## src/rtl/ber_pkg.sv

```systemverilog
// ber_pkg: checker state encodings and PRBS7 (x^7+x^6+1) register geometry.
package ber_pkg;
   localparam logic [1:0] ST_SEED   = 2'd0;
   localparam logic [1:0] ST_HUNT   = 2'd1;
   localparam logic [1:0] ST_LOCKED = 2'd2;
   localparam int PRBS_LEN   = 7;
   localparam int PRBS_TAP_A = 6;
   localparam int PRBS_TAP_B = 5;
   typedef enum logic [1:0] {
      SEED   = ST_SEED,
      HUNT   = ST_HUNT,
      LOCKED = ST_LOCKED
   } state_t;
endpackage

```

## src/rtl/prbs7_lfsr.sv

```systemverilog
// prbs7_lfsr: PRBS7 register that either loads serial data or free-runs on its own prediction.
module prbs7_lfsr
   import ber_pkg::*;
(
   input  logic clk,
   input  logic rst_n,
   input  logic clr_i,
   input  logic load_i,
   input  logic shift_i,
   input  logic sin_i,
   output logic pred_o
);
   logic [PRBS_LEN-1:0] lfsr_q, lfsr_d;
   assign pred_o = lfsr_q[PRBS_TAP_A] ^ lfsr_q[PRBS_TAP_B];
   always_comb lfsr_d = clr_i   ? '0 :
                        load_i  ? {lfsr_q[PRBS_LEN-2:0], sin_i} :
                        shift_i ? {lfsr_q[PRBS_LEN-2:0], pred_o} : lfsr_q;
   always_ff @(posedge clk or negedge rst_n)
      if (!rst_n) lfsr_q <= '0;
      else        lfsr_q <= lfsr_d;
endmodule

```

## src/rtl/ber_meter.sv

```systemverilog
// ber_meter: PRBS7 sync checker that reports per-window bit error counts once locked.
module ber_meter
   import ber_pkg::*;
#(
   parameter int WIN     = 20,
   parameter int EBW     = 16,
   parameter int LOCK_N  = 32,
   parameter int LOSS_TH = 64
) (
   input  logic           CLK,
   input  logic           RSTX,
   input  logic           CLR,
   input  logic           DIN,
   input  logic           DIN_VLD,
   output logic           LOCK,
   output logic [EBW-1:0] ERR_CNT,
   output logic           DONE
);
   // one counter serves as seed-bit count in SEED and match count in HUNT
   localparam int CW = ($clog2(LOCK_N) > 3) ? $clog2(LOCK_N) : 3;
   state_t         state_q, state_d;
   logic [CW-1:0]  cnt_q, cnt_d;
   logic [WIN-1:0] bit_q, bit_d;
   logic [EBW-1:0] err_q, err_d, err_cnt_q, err_cnt_d, err_inc;
   logic           done_q, done_d, lock_q;
   logic           pred, miss, loss;
   prbs7_lfsr u_lfsr (
      .clk    (CLK),
      .rst_n  (RSTX),
      .clr_i  (CLR),
      .load_i (!CLR && DIN_VLD && state_q == SEED),
      .shift_i(!CLR && DIN_VLD && state_q != SEED),
      .sin_i  (DIN),
      .pred_o (pred)
   );
   assign miss    = DIN ^ pred;
   assign err_inc = (miss && !(&err_q)) ? err_q + 1'b1 : err_q;
   assign loss    = miss && (err_inc == EBW'(LOSS_TH));
   always_comb begin
      state_d   = state_q;
      cnt_d     = cnt_q;
      bit_d     = bit_q;
      err_d     = err_q;
      err_cnt_d = err_cnt_q;
      done_d    = 1'b0;
      if (CLR) begin
         state_d   = SEED;
         cnt_d     = '0;
         bit_d     = '0;
         err_d     = '0;
         err_cnt_d = '0;
      end else if (DIN_VLD) begin
         if (state_q == SEED) begin
            state_d = (cnt_q == CW'(PRBS_LEN-1)) ? HUNT : SEED;
            cnt_d   = (cnt_q == CW'(PRBS_LEN-1)) ? '0 : cnt_q + 1'b1;
         end else if (state_q == HUNT) begin
            if (miss) begin
               state_d = SEED;
               cnt_d   = '0;
            end else if (cnt_q == CW'(LOCK_N-1)) begin
               state_d = LOCKED;
               cnt_d   = '0;
               bit_d   = '0;
               err_d   = '0;
            end else cnt_d = cnt_q + 1'b1;
         end else begin
            bit_d = bit_q + 1'b1;
            err_d = err_inc;
            // loss of lock takes priority over a coincident window end
            if (loss) begin
               state_d = SEED;
               cnt_d   = '0;
               bit_d   = '0;
               err_d   = '0;
            end else if (&bit_q) begin
               err_cnt_d = err_inc;
               done_d    = 1'b1;
               err_d     = '0;
            end
         end
      end
   end
   always_ff @(posedge CLK or negedge RSTX)
      if (!RSTX) begin
         state_q   <= SEED;
         cnt_q     <= '0;
         bit_q     <= '0;
         err_q     <= '0;
         err_cnt_q <= '0;
         done_q    <= 1'b0;
         lock_q    <= 1'b0;
      end else begin
         state_q   <= state_d;
         cnt_q     <= cnt_d;
         bit_q     <= bit_d;
         err_q     <= err_d;
         err_cnt_q <= err_cnt_d;
         done_q    <= done_d;
         lock_q    <= (state_d == LOCKED);
      end
   assign LOCK    = lock_q;
   assign ERR_CNT = err_cnt_q;
   assign DONE    = done_q;
endmodule

```

## config.mk

```make
export PLATFORM = sky130hd
export DESIGN_NAME = ber_meter
export DESIGN_NICKNAME = d
export VERILOG_FILES = /design/src/rtl/ber_pkg.sv /design/src/rtl/prbs7_lfsr.sv /design/src/rtl/ber_meter.sv
export SDC_FILE = /design/constraint.sdc
export NUM_CORES = 1
export LEC_CHECK = 0
export BUFFER_PORTS_ARGS = -buffer_cell sky130_fd_sc_hd__buf_2
export CORE_ASPECT_RATIO = 1.1
export CORE_MARGIN = 5
export CORE_UTILIZATION = 50
export DETAILED_ROUTE_END_ITERATION = 16
export PLACE_DENSITY_LB_ADDON = 0.08
export SYNTH_ARGS = -nofsm -noshare
export SYNTH_HDL_FRONTEND = slang
export SYNTH_SLANG_ARGS = --single-unit
```

## constraint.sdc

```tcl
create_clock -name CLK -period 4.6 [get_ports CLK]
set_clock_uncertainty 0.1 [all_clocks]
set_input_delay 1.38 -clock CLK [delete_from_list [all_inputs] [get_ports CLK]]
set_output_delay 1.38 -clock CLK [all_outputs]
set_load 0.05 [all_outputs]
```

# Word level (Yosys, flattened, before mapping)
# Cells that the tools add are included.
[totals]
input_bits = 5
reg_bits = 68
[op_classes]
n_eq_ne = 10
add_sub_neg = 3
mux = 47
n_reduce_logical = 18
bitwise_logic = 2
[ops]
columns = ["op", "n"]
rows = [
  ["$mux 16", 15],
  ["$mux 20", 7],
  ["$mux 5", 8],
  ["$mux 7", 3],
  ["$add 20x1->20 const B", 1],
  ["$reduce_and 20->1", 1],
  ["$add 16x1->16 const B", 1],
  ["$eq 16x7->1 const B", 1],
  ["$reduce_and 16->1", 1],
  ["$mux 2", 7],
  ["$mux 1", 7],
  ["$ne 2x2->1 const B", 3],
  ["$reduce_bool 2->1", 3],
  ["$add 5x1->5 const B", 1],
  ["$eq 5x3->1 const B", 1],
  ["$eq 5x5->1 const B", 1],
  ["$logic_and 1x1->1", 5],
  ["$reduce_and 5->1", 1],
  ["$reduce_and 4->1", 1],
  ["$reduce_bool 4->1", 1],
  ["$ne 3x2->1 const B", 1],
  ["$ne 3x3->1 const B", 1],
  ["$reduce_bool 3->1", 1],
  ["$eq 2x1->1 const B", 1],
  ["other kinds (5)", 7],
]

# Longest topological paths before layout
# Gate-level depths: netlist of the first run.
[depth]
depth_word = 12
mapped_depth = 11
mapped_depth_nobuf = 10

# By module
# From an unflattened synthesis of the first run, not the netlist that was laid out.
[hier_totals]
hier_cells = 452
hier_area_um2 = 4096.4
[by_module_without_submodules]
columns = ["module", "area_per_inst_um2", "cells_each", "n_inst"]
rows = [
  ["ber_meter", 3746.1, 419, 1],
  ["prbs7_lfsr", 350.3, 33, 1],
]

# Worst setup path after synthesis of the first run
# Ideal clock, no wire load.
[synth_timing]
path_kind = "input port to flip-flop"
start = "in DIN"
end = "reg err_cnt_q[11], in the netlist ERR_CNT[11]"
path_buffers = 2
t_arrival_ns = 4.006
stages = 10
setup_slack_ns = 0.427
setup_time_ns = 0.067
required_ns = 4.433
cell_sequence = "xnor3_1 buf_2 nor4_1 mux2i_1 o211a_1 or4bb_1 o2111a_1 nor2_4 buf_4 a22o_1"
[synth_via]
elab_chain_len = 9
[synth_rtl]
columns = ["item", "line_no", "text"]
rows = [
  ["start, declared", "ber_meter.sv:13", "input logic DIN,"],
  ["$xor 1x1->1 (*)", "ber_meter.sv:36", "assign miss = DIN ^ pred;"],
  ["branches (longest 8 deep; another with $mux 16)", "-", ""],
  ["end signal, assigned", "ber_meter.sv:97", "err_cnt_q <= err_cnt_d;"],
  ["end, declared", "ber_meter.sv:24", "logic [EBW-1:0] err_q, err_d, err_cnt_q, err_cnt_d, err_inc;"],
]
# Every way passes the cells marked *. The select of a mux whose other input is x is not followed.
# A chain may end at the register's enable or synchronous reset.

# Worst setup path in the final report of the first run
[layout_timing]
start = "in DIN"
end = "reg err_cnt_q[12], in the netlist ERR_CNT[12]"
# Same word-level chain as after synthesis.

==> results of run 1 <==
==> critical path, stage by stage <==
cell	delay, ns
sky130_fd_sc_hd__buf_2	0.10
sky130_fd_sc_hd__xnor3_1	0.41
sky130_fd_sc_hd__buf_4	0.19
sky130_fd_sc_hd__nor4_1	0.36
sky130_fd_sc_hd__mux2i_1	0.28
sky130_fd_sc_hd__o211a_1	0.18
sky130_fd_sc_hd__or4bb_1	0.55
sky130_fd_sc_hd__o2111a_1	0.29
sky130_fd_sc_hd__nor2_4	0.33
sky130_fd_sc_hd__a2bb2o_2	0.23
==> area by class of cell <==
class | count | area [um2] | share of cell area
well taps | 108 | 135.1 | 0.03035
repair buffers | 33 | 192.7 | 0.04327
flip-flops and latches | 68 | 1702 | 0.3821
clock buffers | 10 | 137.6 | 0.03091
multi-input cells | 332 | 2130 | 0.4782
inverters | 12 | 45.04 | 0.01012
clock inverters | 6 | 111.4 | 0.02501
==> cell usage after synthesis, types with 3 or more instances <==
| library cell | instances |
|---|---|
| sky130_fd_sc_hd__nand3_1 | 19 |
| sky130_fd_sc_hd__mux2i_1 | 9 |
| sky130_fd_sc_hd__o21ai_0 | 37 |
| sky130_fd_sc_hd__nor2_1 | 33 |
| sky130_fd_sc_hd__buf_2 | 4 |
| sky130_fd_sc_hd__xnor2_1 | 7 |
| sky130_fd_sc_hd__nand2b_1 | 4 |
| sky130_fd_sc_hd__a21o_1 | 16 |
| sky130_fd_sc_hd__a21oi_1 | 7 |
| sky130_fd_sc_hd__and2_1 | 5 |
| sky130_fd_sc_hd__o2bb2ai_1 | 8 |
| sky130_fd_sc_hd__nor4_1 | 10 |
| sky130_fd_sc_hd__nand2_1 | 43 |
| sky130_fd_sc_hd__dfrtp_1 | 68 |
| sky130_fd_sc_hd__o211a_1 | 3 |
| sky130_fd_sc_hd__or3_1 | 9 |
| sky130_fd_sc_hd__clkbuf_1 | 16 |
| sky130_fd_sc_hd__inv_1 | 11 |
| sky130_fd_sc_hd__nor3_1 | 12 |
| sky130_fd_sc_hd__o31ai_1 | 4 |
| sky130_fd_sc_hd__nor2b_1 | 3 |
| sky130_fd_sc_hd__o211ai_1 | 5 |
| sky130_fd_sc_hd__ha_1 | 5 |
| sky130_fd_sc_hd__and3_1 | 11 |
| sky130_fd_sc_hd__a22o_1 | 5 |
| sky130_fd_sc_hd__or2_2 | 4 |
| sky130_fd_sc_hd__o21ai_2 | 3 |
| sky130_fd_sc_hd__nand3b_1 | 3 |
| sky130_fd_sc_hd__nor3b_1 | 11 |
| sky130_fd_sc_hd__nand4_1 | 12 |
| sky130_fd_sc_hd__buf_4 | 3 |
| sky130_fd_sc_hd__a31oi_1 | 7 |
==> power by group through the flow <==
| stage | Sequential (mW) | Clock (mW) | Combinational (mW) |
|---|---|---|---|
| 2_1_floorplan | 0.619 | 0 | 0.0351 |
| 3_3_place_gp | 0.620 | 0 | 0.0615 |
| 3_5_place_dp | 0.621 | 0 | 0.0618 |
| 4_1_cts | 0.609 | 0.628 | 0.0622 |
| 5_1_grt | 0.610 | 0.653 | 0.0693 |
| 6_report | 0.609 | 0.613 | 0.0606 |
==> path summary, 6_finish.rpt <==
kind	from	end	slack, ns	cells after the start
max reg2reg	err_q[0]	LOCK	1.03	10
max in group asynchronous	RSTX	bit_q[14]	2.53	2
min reg2reg	ERR_CNT[10]	ERR_CNT[10]	0.39	1
min in group asynchronous	RSTX	cnt_q[3]	1.10	1
min	ERR_CNT[10]	ERR_CNT[10]	0.39	1
max	DIN	ERR_CNT[12]	0.46	10
==> metal layers <==
metal	routed length, um	vias up
li1	-	1655
met1	4630	1634
met2	4423	64
met3	468	16
met4	187	0
met5	0	-
==> cell families (layout without fill, tap and decap cells) <==
group,after synthesis,count (layout),share of synthesized area
simple gates,191,191,0.2573
compound gates,118,118,0.2103
flops,68,68,0.4257
buf+inv,38,61,0.04163
xor+xnor,9,9,0.02692
mux,9,9,0.02254
fa+ha+maj,5,5,0.01565
==> registers in the layout, summed over array words and instances (netlist names) <==
name and flops:
ERR_CNT 16, bit_q 20, LOCK 1, err_q 16, u_lfsr.lfsr_q 7, state_q 2, DONE 1, cnt_q 5
==> placed cells by master (no fill, tap or decap), drive strengths merged, types with 9 or more instances in the layout <==
master / n
dfrtp: 68
nand2: 43
o21ai: 41
nor2: 34
buf: 33
nand3: 20
a21o: 16
nor3: 13
nand4: 12
inv: 12
and3: 11
nor3b: 11
nor4: 11
clkbuf: 10
or3: 9
mux2i: 9
==> run summary, run 1 <==
* complete, no violations — result of the run
* 0.4257 — fraction of the yosys area taken by sequential cells
* 466 — net count of the finished layout
* 0 — global route overflow
* input port — launching element type of the critical path
* 5.921 — average via count per standard cell
* 9886 um2 — total die area
* 4453 um2 — cell area after layout
* 0.047 — Logic pwr share
* 65 — library cells used by synthesis
* 6852 um — HPWL after DPL
* 0.9952 mW — P_int
* 0 — count of pins over their slew limit
* 0.3886 ns — worst-case hold slack
* 0.3212 — Rel. slew slack
* 241.8 MHz — highest attainable clock frequency
* 0.9083 — global placer's final weighted congestion
* 0.4638 ns — smallest setup slack after layout
* met1 — busiest grt layer
* 0.8992 — final worst-path cycle share
* 553 — Placed Instances
* built — TritonCTS clock tree
* 103.8 um — overall die height
* sky130_fd_sc_hd__dfrtp_1 43%, sky130_fd_sc_hd__o21ai_0 4.6%, sky130_fd_sc_hd__nand2_1 4.0% — top cells by area, synth
* 0 — setup violators final
* 0 — number of max-cap violations
* 16 — crit-path max FO
* 95.26 um — x dimension of the die
* 0.1154 ns — pre-CTS setup slack
* 715 — number of fill cells in the layout
* no — unrepaired setup endpoints after global routing
* 0.5658 — final design utilization
* 2 — CTS Buffer Depth
* 165 — First DRT Iteration DRCs
* sky130_fd_sc_hd__dfrtp_1 — library cell with the largest summed area after synthesis
* 68 — total of flip-flops plus latches after synthesis
* 4.136 ns — minimum clock period
* sky130_fd_sc_hd__clkbuf_8 — buffer cell driving the clock tree root
* register — Critical Path Sink Type
* 0 — Antenna Violating Nets Remaining
* 0 — number of hold violations in the final report
* 0.2240 — sw frac
* register to register — Worst Hold Class
* 0.475 — fraction of power consumed by sequential logic
* input port to register — type of the setup path with the least slack
* 0 ns — setup TNS
* 0 — count of buffers added by post-CTS timing repair for setup
* 68 — number of clock sinks seen by CTS
* 438 — synthesized netlist cell count
* 4.79 ns — required time reported for the critical path endpoint
* 0.07 ns — clock slew at reported path FFs
* 9 — Inserted Clock Buffers
* 448 — Net Count, Synth
* sky130_fd_sc_hd__dfrtp_1 — Top FF cell, synth
* 16560 um — first-pass GRT wire length
* 0.2873 mW — Switch Pwr
* 1.283 mW — Total Power Consumption
* 7870 um2 — area of the core
* 0 — number of flops mapped to enable cells by yosys
* 0.35 ns — Clk Latency, worst-skew pair
* 0.05439 — fraction of met3 tracks used by global routing
* 0 — post-CTS resize count
* 288.0 nW/um2 — Pwr Density
* 34 — num rows
* 1.018 ns — measured slew at the worst slew-check pin
* 17.06 um — routed len/inst
* 0.4257 — Yosys top cell area share
* 0.2380 mV — IR Drop Worst-Case VDD
* 3337 — vias in the first global route
* 0.2123 — Overall Global Routing Usage
* 0.3072 — global-route track usage on met2
* 0 — antenna violations before repair
* 0.3074 — GR met1 Demand/Resource
* 0.5079 — initial cell density of the core
* 3998 um2 — cell area after synthesis
* 569 — number of standard cells in the final layout excluding fillers
* 23 — count of boundary I/O pins
* 1.991 nW — Leak Pwr
* 0 — YS warnings
* 0.478 — clock share of power
* 3 — maximum level of the CTS H-tree
* 47 — maximum number of pins on one net before global-route repair
* 22 — Port Buffer Count
* 4 — router iterations before antenna repair
* 9.127 um2 — average size of a mapped cell
* 4.32 ns — arrival time of the worst setup path
* 0 — DRC violations left
* 11.39% — Area growth, synth to finish
* 0 — number of hold-repair buffers added at the cts stage
* 0.1453 — share of post-route cells with drive strength above 1
* 4204 um2 — Post-DP Area
* 1.000 — async set or reset register ratio after synthesis
* 3369 — via count of the routed design
* 0 — number of diodes
* 9709 um — Detailed Route WL
No activity file was read; power rests on OpenSTA's default activity.
==> run 2: changes to the inputs <==
--- a/config.mk
+++ b/config.mk
@@ -5,12 +5,14 @@
 export SDC_FILE = /design/constraint.sdc
 export NUM_CORES = 1
 export LEC_CHECK = 0
-export BUFFER_PORTS_ARGS = -buffer_cell sky130_fd_sc_hd__buf_2
+export BUFFER_PORTS_ARGS = -buffer_cell sky130_fd_sc_hd__buf_4
+export CAP_MARGIN = 25
 export CORE_ASPECT_RATIO = 1.1
 export CORE_MARGIN = 5
 export CORE_UTILIZATION = 50
 export DETAILED_ROUTE_END_ITERATION = 16
 export PLACE_DENSITY_LB_ADDON = 0.08
+export RECOVER_POWER = 100
 export SYNTH_ARGS = -nofsm -noshare
 export SYNTH_HDL_FRONTEND = slang
 export SYNTH_SLANG_ARGS = --single-unit
==> run 2 against run 1 <==
Compared with the run above: the flow now finishes with violations (capacitance limit, slew limit); critical endpoint is now ERR_CNT[11]; flip-flop and latch count is the same; first-iteration DRC count grew 63%; worst setup slack gained 0.0069 ns; clock power shrank 18%; register-to-register slack lost 0.07 ns; largest cell class unchanged; routed wire length grew 1.8%; combinational power shrank 2%; sequential power is essentially flat; fmax grew 0.17%; final cell count shrank 0.53%; highest routed layer unchanged; non-clock buffer count shrank 3; critical path type unchanged.
==> run summary, run 2 (same netlist as run 1, synthesis figures left out) <==
* finished with violations — result of the run
* capacitance limit, slew limit — violated checks
* register to register — Worst Hold Class
* 0.35 ns — Clk Latency, worst-skew pair, about the same
* 1 — number of max-cap violations, +1
* 566 — number of standard cells in the final layout excluding fillers, -0.53%
* 242.2 MHz — highest attainable clock frequency, +0.17%
* 95.26 um — x dimension of the die, unchanged
* err_q[4] — capture instance of the worst register-to-register path
* ERR_CNT[11] — capturing element of the worst setup path
* 0.2139 — Overall Global Routing Usage, +0.001626
* 9 — Inserted Clock Buffers, unchanged
* 0.08297 — share of post-route cells with drive strength above 1, -0.06237
* bit_q — Biggest register
* 22 — Port Buffer Count, unchanged
* input port — launching element type of the critical path
* 34 — num rows, unchanged
* 0 — antenna violations before repair, unchanged
* 12 — crit-path max FO, -4
* 1.872 nW — Leak Pwr, -6.0%
* 270.4 nW/um2 — Pwr Density, -6.1%
* 0.96 ns — worst setup slack for register-to-register paths, -0.07 ns
* 0 — number of hold violations in the final report, unchanged
* 2100 um2 — area of the multi-input gates, -1.4%
* 2 — CTS Buffer Depth, unchanged
* 69 — count of pins over their slew limit, +69
* 69 — maximum number of pins on one net before global-route repair, +47%
* register — Critical Path Sink Type
* 0.1802 mV — IR Drop Worst-Case VDD, -24%
* 3307 — vias in the first global route, -0.90%
* 0 — DRC violations left, unchanged
* 6845 um — HPWL after DPL, -0.10%
* 463 — net count of the finished layout, -0.64%
* 6.041 — average via count per standard cell, +2.0%
* 0 — Antenna Violating Nets Remaining, unchanged
* 0 — number of diodes, unchanged
* 0 — number of hold-repair buffers added at the cts stage, unchanged
* 17.47 um — routed len/inst, +2.4%
* 9888 um — Detailed Route WL, +1.8%
* 269 — First DRT Iteration DRCs, +63%
* no — unrepaired setup endpoints after global routing
* 0 — global route overflow, unchanged
* err_q[0] — R2R Path Start
* built — TritonCTS clock tree
* 1.172 mW — Total Power Consumption, -8.6%
* 16750 um — first-pass GRT wire length, +1.1%
* 4237 um2 — Post-DP Area, +0.77%
* 0 — count of buffers added by post-CTS timing repair for setup, unchanged
* 0 ns — setup TNS, unchanged
* 68 x sky130_fd_sc_hd__dfrtp_1, 43 x sky130_fd_sc_hd__nand2_1, 39 x sky130_fd_sc_hd__o21ai_0, 33 x sky130_fd_sc_hd__nor2_1 — highest-count cells in the layout ignoring fill and taps
* DIN — beginning of the critical path
* 8.419% — Area growth, synth to finish
* 0.5079 — initial cell density of the core, unchanged
* sky130_fd_sc_hd__dfrtp_1 — most common cell after layout, fill and taps aside
* 103.8 um — overall die height, unchanged
* 11 — Register-to-Register Path Depth, +1
* 7870 um2 — area of the core, unchanged
* input port to register — type of the setup path with the least slack
* 3419 — via count of the routed design, +1.5%
* 5 — router iterations before antenna repair, +1
* 0.08 ns — clock slew at reported path FFs, about the same
* 754 — number of fill cells in the layout, +5.5%
* 20 — Largest register FFs, unchanged
* 0 — setup violators final, unchanged
* sky130_fd_sc_hd__clkbuf_8 — buffer cell driving the clock tree root
* 1.690 ns — measured slew at the worst slew-check pin, +0.6712 ns
* 4.129 ns — minimum clock period, -0.006935 ns
* 4.74 ns — required time reported for the critical path endpoint, -0.05 ns
* 23 — count of boundary I/O pins, unchanged
* 68 — number of clock sinks seen by CTS, unchanged
* 3 — maximum level of the CTS H-tree, unchanged
* 0.8739 — global placer's final weighted congestion, -3.8%
* 9886 um2 — total die area, unchanged
* 0 — post-CTS resize count, unchanged
* 1702 um2 — Seq. cell area, unchanged
* 550 — Placed Instances, -0.54%
* 0.8977 — final worst-path cycle share, -0.001508
* 4334 um2 — cell area after layout, -2.7%
* -0.1263 — Rel. slew slack, -0.4475
* 4.27 ns — arrival time of the worst setup path, -0.05 ns
run 2: cell type report:
| type | instances | area share |
|---|---|---|
| Clock inverter | 6 | 0.01472 |
| Tap cell | 108 | 0.03118 |
| Clock buffer | 10 | 0.03176 |
| Sequential cell | 68 | 0.3926 |
| Multi-Input combinational cell | 332 | 0.4844 |
| Inverter | 12 | 0.01039 |
| Timing Repair Buffer | 30 | 0.03493 |
run 2: through the flow:
stage                       util  setup slack [ns]  hold WS [ns]
final                     0.5507            0.4707        0.3949
after global routing      0.5507            0.2437        0.4175
after CTS                 0.5639            0.5190        0.4023
after detailed placement  0.5383            0.1604        0.3800
after global placement    0.5383            0.2347        0.3727
after floorplan                -            0.4268        0.3641
run 2: report_power, final:
part | total (mW) | switching, mW | internal [mW]
logic | 0.0594 | 0.0425 | 0.0169
registers | 0.609 | 0.00594 | 0.603
clock network | 0.504 | 0.240 | 0.264
run 2: worst min-delay path by stage:
stage	start	end	slack, ns	cells past startpoint
after floorplan	bit_q[10]	bit_q[10]	0.36	1
after global placement	ERR_CNT[6]	ERR_CNT[6]	0.37	1
after detailed placement	ERR_CNT[15]	ERR_CNT[15]	0.38	1
after CTS	ERR_CNT[1]	ERR_CNT[1]	0.40	1
after global routing	ERR_CNT[15]	ERR_CNT[15]	0.42	1
final	ERR_CNT[1]	ERR_CNT[1]	0.39	1
run 2: critical path, cell delays in order:
cell	delay [ns]
sky130_fd_sc_hd__buf_4	0.09
sky130_fd_sc_hd__xnor3_1	0.39
sky130_fd_sc_hd__or4_1	0.62
sky130_fd_sc_hd__or3_1	0.41
sky130_fd_sc_hd__a211oi_1	0.37
sky130_fd_sc_hd__o2111a_1	0.27
sky130_fd_sc_hd__nand4_1	0.14
sky130_fd_sc_hd__nand3_2	0.22
sky130_fd_sc_hd__inv_1	0.15
sky130_fd_sc_hd__a22o_1	0.22
run 2: layer usage:
metal  vias up  global-route usage  wire [um]
li1       1641                   -          -
met1      1684              0.3140       4781
met2        76              0.3142       4474
met3        18             0.04206        446
met4         0             0.07010        185
met5         -                   0          0
